<file path="src/rtl/spi_cmd_log_if.sv">
// iomem-style register bus between the picosoc (master) and spi_cmd_log (slave).
// ready is a single-cycle pulse; rdata is valid only while ready is high.
interface spi_cmd_log_if;
  logic        sel;
  logic [7:0]  addr;
  logic [3:0]  wstrb;
  logic [31:0] wdata;
  logic [31:0] rdata;
  logic        ready;

  modport master (output sel, addr, wstrb, wdata, input rdata, ready);
  modport slave  (input sel, addr, wstrb, wdata, output rdata, ready);
endinterface

</file>
<file path="src/rtl/spi_cmd_log.sv">
// Timestamped log of SPI commands seen by uspispy, buffered in a FIFO that the
// picosoc inspects and drains through a small iomem register window.
module spi_cmd_log #(
  parameter int DEPTH    = 16,
  parameter int TICK_DIV = 16,
  parameter int TS_BITS  = 24
) (
  input  logic               clk_i,
  input  logic               resetn_i,
  input  logic               cmd_strobe_i,
  input  logic [7:0]         cmd_i,
  input  logic [31:0]        cmd_addr_i,
  input  logic [11:0]        cmd_len_i,
  spi_cmd_log_if.slave       bus,
  output logic               irq_o
);

  localparam int AW = $clog2(DEPTH);
  localparam int CW = AW + 1;
  localparam int PW = (TICK_DIV > 1) ? $clog2(TICK_DIV) : 1;
  localparam logic [PW-1:0] PSC_MAX    = PW'(TICK_DIV - 1);
  localparam logic [CW-1:0] FULL_COUNT = CW'(DEPTH);

  localparam logic [7:0] ADDR_STATUS = 8'h00;
  localparam logic [7:0] ADDR_HEAD0  = 8'h04;
  localparam logic [7:0] ADDR_HEAD1  = 8'h08;
  localparam logic [7:0] ADDR_HEAD2  = 8'h0C;
  localparam logic [7:0] ADDR_POP    = 8'h10;

  typedef struct packed {
    logic [TS_BITS-1:0] ts;
    logic [7:0]         op;
    logic [31:0]        addr;
    logic [11:0]        len;
  } entry_t;

  entry_t mem_q [DEPTH];

  logic [PW-1:0]      psc_q, psc_d;
  logic [TS_BITS-1:0] ts_q, ts_d;
  logic               strobe_prev_q;
  logic [AW-1:0]      wr_ptr_q, wr_ptr_d;
  logic [AW-1:0]      rd_ptr_q, rd_ptr_d;
  logic [CW-1:0]      count_q, count_d;
  logic [15:0]        drops_q, drops_d;
  logic               ready_q;
  logic [31:0]        rdata_q, rdata_d;
  logic               irq_q;

  logic   psc_wrap, rise, access, is_write, empty, full;
  logic   push, pop, drop, clr;
  entry_t head, new_entry;
  logic   wdata_unused;

  // Write data is never interpreted: every writable register acts on the strobe alone.
  assign wdata_unused = ^bus.wdata;

  always_comb begin
    psc_wrap  = (psc_q == PSC_MAX);
    psc_d     = psc_wrap ? '0 : psc_q + 1'b1;
    ts_d      = psc_wrap ? ts_q + 1'b1 : ts_q;

    rise      = cmd_strobe_i & ~strobe_prev_q;
    access    = bus.sel & ~ready_q;
    is_write  = |bus.wstrb;
    empty     = (count_q == '0);
    full      = (count_q == FULL_COUNT);
    head      = mem_q[rd_ptr_q];

    new_entry.ts   = ts_q;
    new_entry.op   = cmd_i;
    new_entry.addr = cmd_addr_i;
    new_entry.len  = cmd_len_i;

    // A pop on the same edge frees the slot, so a full FIFO still accepts the push.
    pop  = access & is_write & (bus.addr == ADDR_POP) & ~empty;
    clr  = access & is_write & (bus.addr == ADDR_STATUS);
    push = rise & (~full | pop);
    drop = rise & full & ~pop;

    wr_ptr_d = push ? wr_ptr_q + 1'b1 : wr_ptr_q;
    rd_ptr_d = pop  ? rd_ptr_q + 1'b1 : rd_ptr_q;

    count_d = count_q;
    if (push && !pop) begin
      count_d = count_q + 1'b1;
    end else if (pop && !push) begin
      count_d = count_q - 1'b1;
    end

    drops_d = drops_q;
    if (clr) begin
      drops_d = drop ? 16'd1 : 16'd0;
    end else if (drop && (drops_q != 16'hFFFF)) begin
      drops_d = drops_q + 16'd1;
    end

    rdata_d = '0;
    if (access && !is_write) begin
      case (bus.addr)
        ADDR_STATUS: rdata_d = {drops_q, 7'b0, (drops_q != 16'd0), 8'(count_q)};
        ADDR_HEAD0:  rdata_d = empty ? 32'd0 : {24'(head.ts), head.op};
        ADDR_HEAD1:  rdata_d = empty ? 32'd0 : head.addr;
        ADDR_HEAD2:  rdata_d = empty ? 32'd0 : {20'd0, head.len};
        ADDR_POP:    rdata_d = 32'd0;
        default:     rdata_d = 32'hDECAFBAD;
      endcase
    end
  end

  always_ff @(posedge clk_i or negedge resetn_i) begin
    if (!resetn_i) begin
      psc_q         <= '0;
      ts_q          <= '0;
      strobe_prev_q <= 1'b0;
      wr_ptr_q      <= '0;
      rd_ptr_q      <= '0;
      count_q       <= '0;
      drops_q       <= '0;
      ready_q       <= 1'b0;
      rdata_q       <= '0;
      irq_q         <= 1'b0;
    end else begin
      psc_q         <= psc_d;
      ts_q          <= ts_d;
      strobe_prev_q <= cmd_strobe_i;
      wr_ptr_q      <= wr_ptr_d;
      rd_ptr_q      <= rd_ptr_d;
      count_q       <= count_d;
      drops_q       <= drops_d;
      ready_q       <= access;
      rdata_q       <= rdata_d;
      irq_q         <= (count_d != '0);
    end
  end

  // Storage needs no reset: emptiness is tracked by count, and HEAD reads mask stale data.
  always_ff @(posedge clk_i) begin
    if (push) begin
      mem_q[wr_ptr_q] <= new_entry;
    end
  end

  assign bus.ready = ready_q;
  assign bus.rdata = rdata_q;
  assign irq_o     = irq_q;

endmodule
</file>
<file path="src/flat_wrapper.sv">
// flat-port wrapper written by rule: the top's interface ports become plain ports
module spi_cmd_log_flat 
#(
  parameter int DEPTH    = 16,
  parameter int TICK_DIV = 16,
  parameter int TS_BITS  = 24
)
  (clk_i, resetn_i, cmd_strobe_i, cmd_i, cmd_addr_i, cmd_len_i, irq_o, bus_sel, bus_addr, bus_wstrb, bus_wdata, bus_rdata, bus_ready);
  spi_cmd_log_if bus_i ();
  input  logic clk_i;
  input  logic resetn_i;
  input  logic cmd_strobe_i;
  input  logic [7:0] cmd_i;
  input  logic [31:0] cmd_addr_i;
  input  logic [11:0] cmd_len_i;
  output logic irq_o;
  input wire logic [$bits(bus_i.sel)-1:0] bus_sel;
  input wire logic [$bits(bus_i.addr)-1:0] bus_addr;
  input wire logic [$bits(bus_i.wstrb)-1:0] bus_wstrb;
  input wire logic [$bits(bus_i.wdata)-1:0] bus_wdata;
  output wire logic [$bits(bus_i.rdata)-1:0] bus_rdata;
  output wire logic [$bits(bus_i.ready)-1:0] bus_ready;
  assign bus_i.sel = bus_sel;
  assign bus_i.addr = bus_addr;
  assign bus_i.wstrb = bus_wstrb;
  assign bus_i.wdata = bus_wdata;
  assign bus_rdata = bus_i.rdata;
  assign bus_ready = bus_i.ready;
  spi_cmd_log #(.DEPTH(DEPTH), .TICK_DIV(TICK_DIV), .TS_BITS(TS_BITS)) u_core (.clk_i(clk_i), .resetn_i(resetn_i), .cmd_strobe_i(cmd_strobe_i), .cmd_i(cmd_i), .cmd_addr_i(cmd_addr_i), .cmd_len_i(cmd_len_i), .bus(bus_i), .irq_o(irq_o));
endmodule
</file>
<file path="config.mk">
export PLATFORM = sky130hd
export DESIGN_NAME = spi_cmd_log_flat
export DESIGN_NICKNAME = d
export VERILOG_FILES = /design/src/rtl/spi_cmd_log_if.sv /design/src/rtl/spi_cmd_log.sv /design/src/flat_wrapper.sv
export SDC_FILE = /design/constraint.sdc
export NUM_CORES = 1
export LEC_CHECK = 0
export ABC_CLOCK_PERIOD_IN_PS = 9450
export CELL_PAD_IN_SITES_DETAIL_PLACEMENT = 0
export CELL_PAD_IN_SITES_GLOBAL_PLACEMENT = 1
export CORE_MARGIN = 4
export CORE_UTILIZATION = 34
export CTS_CLUSTER_DIAMETER = 50
export DETAILED_ROUTE_END_ITERATION = 7
export GPL_TIMING_DRIVEN = 0
export MAX_ROUTING_LAYER = met4
export PLACE_DENSITY = 0.54
export SLEW_MARGIN = 20
export SYNTH_ARGS = -nofsm -noshare
export SYNTH_HDL_FRONTEND = slang
export SYNTH_SLANG_ARGS = --single-unit
</file>
<file path="constraint.sdc">
create_clock -name clk_i -period 9.45 [get_ports clk_i]
set_input_delay 1.4175 -clock clk_i [delete_from_list [all_inputs] [get_ports clk_i]]
set_output_delay 1.4175 -clock clk_i [all_outputs]
set_load 0.02 [all_outputs]
</file>
==> flow_metrics.tcl <==
set metrics [dict create \
    synth_area_um2 50360 \
    vdd_drop_max_v 0.0001873 \
    htreeDepth 4 \
    gr-usage-met1 0.2712 \
    cpLargestDelayFamily "simple AND/OR/NAND/NOR gates" \
    grt_use_met3 0.03694 \
    slew_viol_final 0 \
    synth_area_leaders "edfxtp_1 73%, mux4_2 14%, dfrtp_1 4.6%" \
    ys_ff_latch 1308 \
    met2_usage 0.3188 \
    tritoncts "built" \
    hp-class "reg -> reg" \
    netlist_instances 2334 \
    rsz0062_at_grt "false" \
    dp_cells 4473 \
    ys_async_sr_fraction 0.07034 \
    synth_nets 2446 \
    timing.final.crit_share 0.5570 \
    first_global_vias 26420 \
    ios 134 \
    vias 25570 \
    ys.flop_type "edfxtp_1" \
    max_slew_margin 0.2027 \
    synth_top_area_cell "edfxtp_1" \
    syn_avg_cell_area_um2 21.58 \
    areaGrowthSynthToFinish_pct 20.65 \
    power_density_nw_per_um2 220.6 \
    layout.cells.most_common "edfxtp_1" \
    finClkSkew_ns 0.02894 \
    postCtsResizedCells 0 \
    crit_arrival_ns 5.74 \
    tightest_slew_ns 1.196 \
    slowest_stage "nor4_1" \
    postRouteAntennaNets 0 \
    max_cap_violations 0 \
    grt_pass1_wl_mm 209.1 \
    place_hpwl_mm 100.6 \
    setup_viol 0 \
    wl_mm 149.4 \
    synth_edf_count 1216 \
    path_common_cell "buf_4" \
    drc 0 \
    fp.dieW_um 392.9 \
    p_leak_uw 0.01911 \
    finalSetupTns_ns 0 \
    rows 140 \
    fin_cells 4753 \
    yosys_warnings 0 \
    drt-wirelength-per-cell_um 31.42 \
    clock_latency_ns 0.78 \
    drt_iter0_drc 2640 \
    clockBufferDepth 3 \
    synth.yosys.seq_area_share 0.7707 \
    slowest_delay_ns 0.77 \
    antenna_found_initial 8 \
    crit_chain "clkdlybuf4s50_1, nor4_1, nand3_1, or2_2, buf_2, a21oi_4, nand2_1, nor3_2, buf_4, buf_4, buf_4, buf_4, buf_6, buf_6" \
    crit_fanout 8 \
    critPathRequiredTime_ns 9.93 \
    critPathBufInv 8 \
    critPathKind "in -> reg" \
    place.port_buffers 101 \
    clk_pin_slew_ns 0.06 \
    clock-sinks 1308 \
    cts_hold_buf 0 \
    hold_viol 0 \
    cts_root_buf "clkbuf_16" \
    start_util 0.3439 \
    critPathLaunchType "input pin" \
    layout_common_cells "1216 x edfxtp_1, 318 x mux4_2, 158 x clkbuf_16, 100 x clkdlybuf4s50_1, 92 x dfrtp_1" \
    core_area_um2 146400 \
    postCtsSetupBuffers 0 \
    die_y_um 392.9 \
    busiest_layer "met2" \
    drive_gt1_frac 0.2746 \
    period_needed_ns 5.264 \
    clock.fmax_mhz 190.0 \
    whs_ns 0.4950 \
    die_area_um2 154400 \
    cp-end-kind "register" \
    synth.distinct_cells 62 \
    grt-ovfl-total 0 \
    dr.pass1.iters 5 \
    cts_made_buffers 151 \
    synth_top_area_frac 0.7250 \
    grt_max_degree 60 \
    gp_congestion 0.7546 \
    post_drt_via_cell_ratio 5.381 \
    fin_nets 2821 \
    grt_use_total 0.2012 \
    outcome "finished clean" \
]
[per-stage QoR]
step / setup slack [ns] / cell area (um^2) / util / total power [uW]
final: 4.186 / 60770 / 0.4150 / 13400
after detailed placement: 3.495 / 55810 / 0.3811 / 7782
after CTS: 4.312 / 60750 / 0.4148 / 13550
after global placement: -8.623 / 53770 / 0.3672 / 7705
after floorplan: 0.7999 / 50360 / - / 7276
after global routing: 3.987 / 60770 / 0.4150 / 13860
[path summary, 6_finish.rpt]
kind,startpoint,endpoint,slack [ns],cells past startpoint
setup reg to reg,u_core.count_q[1],u_core.mem_q[0][39],5.14,15
hold / removal,u_core.psc_q[0],u_core.psc_q[0],0.49,1
setup / recovery,bus_addr[0],u_core.mem_q[0][39],4.19,14
max in group asynchronous,resetn_i,u_core.bus.rdata[6],8.06,2
hold reg to reg,u_core.psc_q[0],u_core.psc_q[0],0.49,1
min in group asynchronous,resetn_i,u_core.bus.rdata[28],0.67,1
[flip-flops by register name, indices dropped and copies added, names as in the netlist]
register,count
u_core.wr_ptr_q,4
u_core.strobe_prev_q,1
u_core.bus.ready,1
u_core.drops_q,16
u_core.count_q,5
u_core.rd_ptr_q,4
u_core.irq_o,1
u_core.mem_q,1216
u_core.bus.rdata,32
u_core.ts_q,24
u_core.psc_q,4
[layout make-up]
cell class	count	area, um^2
multi-input cells	893	11080
fillers	12820	85670
clock buffers	197	4190
inverters	11	41.29
well taps	1917	2399
diodes	6	15.01
flip-flops and latches	1308	38820
repair buffers	222	2899
clock inverters	77	744.5
plain buffers	122	584.3
[logic make-up (layout without fill, tap and decap cells)]
family	after synthesis	after routing	synth area share
AO/OA/AOI/OAI	200	200	0.02606
adder cells (fa/ha/maj)	12	12	0.002981
flip-flops	1308	1308	0.7707
other	0	6	0
multiplexers	368	368	0.1523
AND/OR/NAND/NOR	267	267	0.02787
buffers and inverters	133	629	0.01205
XOR/XNOR	46	46	0.007999
[worst register-to-register path, cell delays in order, from the launching register on]
cell     delay (ns)
dfrtp_1        0.48
inv_1          0.12
ha_1           0.23
or4b_4         0.23
nand3_1        0.17
or2_2          0.37
buf_2          0.19
a21oi_4        0.25
nand2_1        0.27
nor3_2         0.42
buf_4          0.27
buf_4          0.22
buf_4          0.24
buf_4          0.22
buf_6          0.16
buf_6          0.16
[synth_stat cells (12+ instances only)]
master	instances
edfxtp_1	1216
mux4_2	318
dfrtp_1	92
clkbuf_1	57
nor2_1	57
nand2_1	55
mux2i_1	43
o22ai_1	40
xnor2_1	39
buf_2	38
a21oi_1	35
o21ai_0	34
nor2b_1	30
a211oi_1	27
nand3_1	27
a22oi_1	23
nor3_1	22
a31oi_1	13
buf_1	13
and3_1	12
buf_4	12
ha_1	12
nor4_1	12
[metal layers]
metal	vias up	part of all wire
met4	0	0.021
met5	-	0
met2	854	0.49
li1	10580	-
met1	13960	0.43
met3	185	0.058
[power breakdown]
part | total [uW] | internal (uW) | switching [uW] | leakage [uW]
Combinational | 973 | 388 | 585 | 0.00448
Sequential | 6670 | 6590 | 77.0 | 0.0122
Clock | 5760 | 3400 | 2360 | 0.00240
Power figures use the tool's default switching activity.
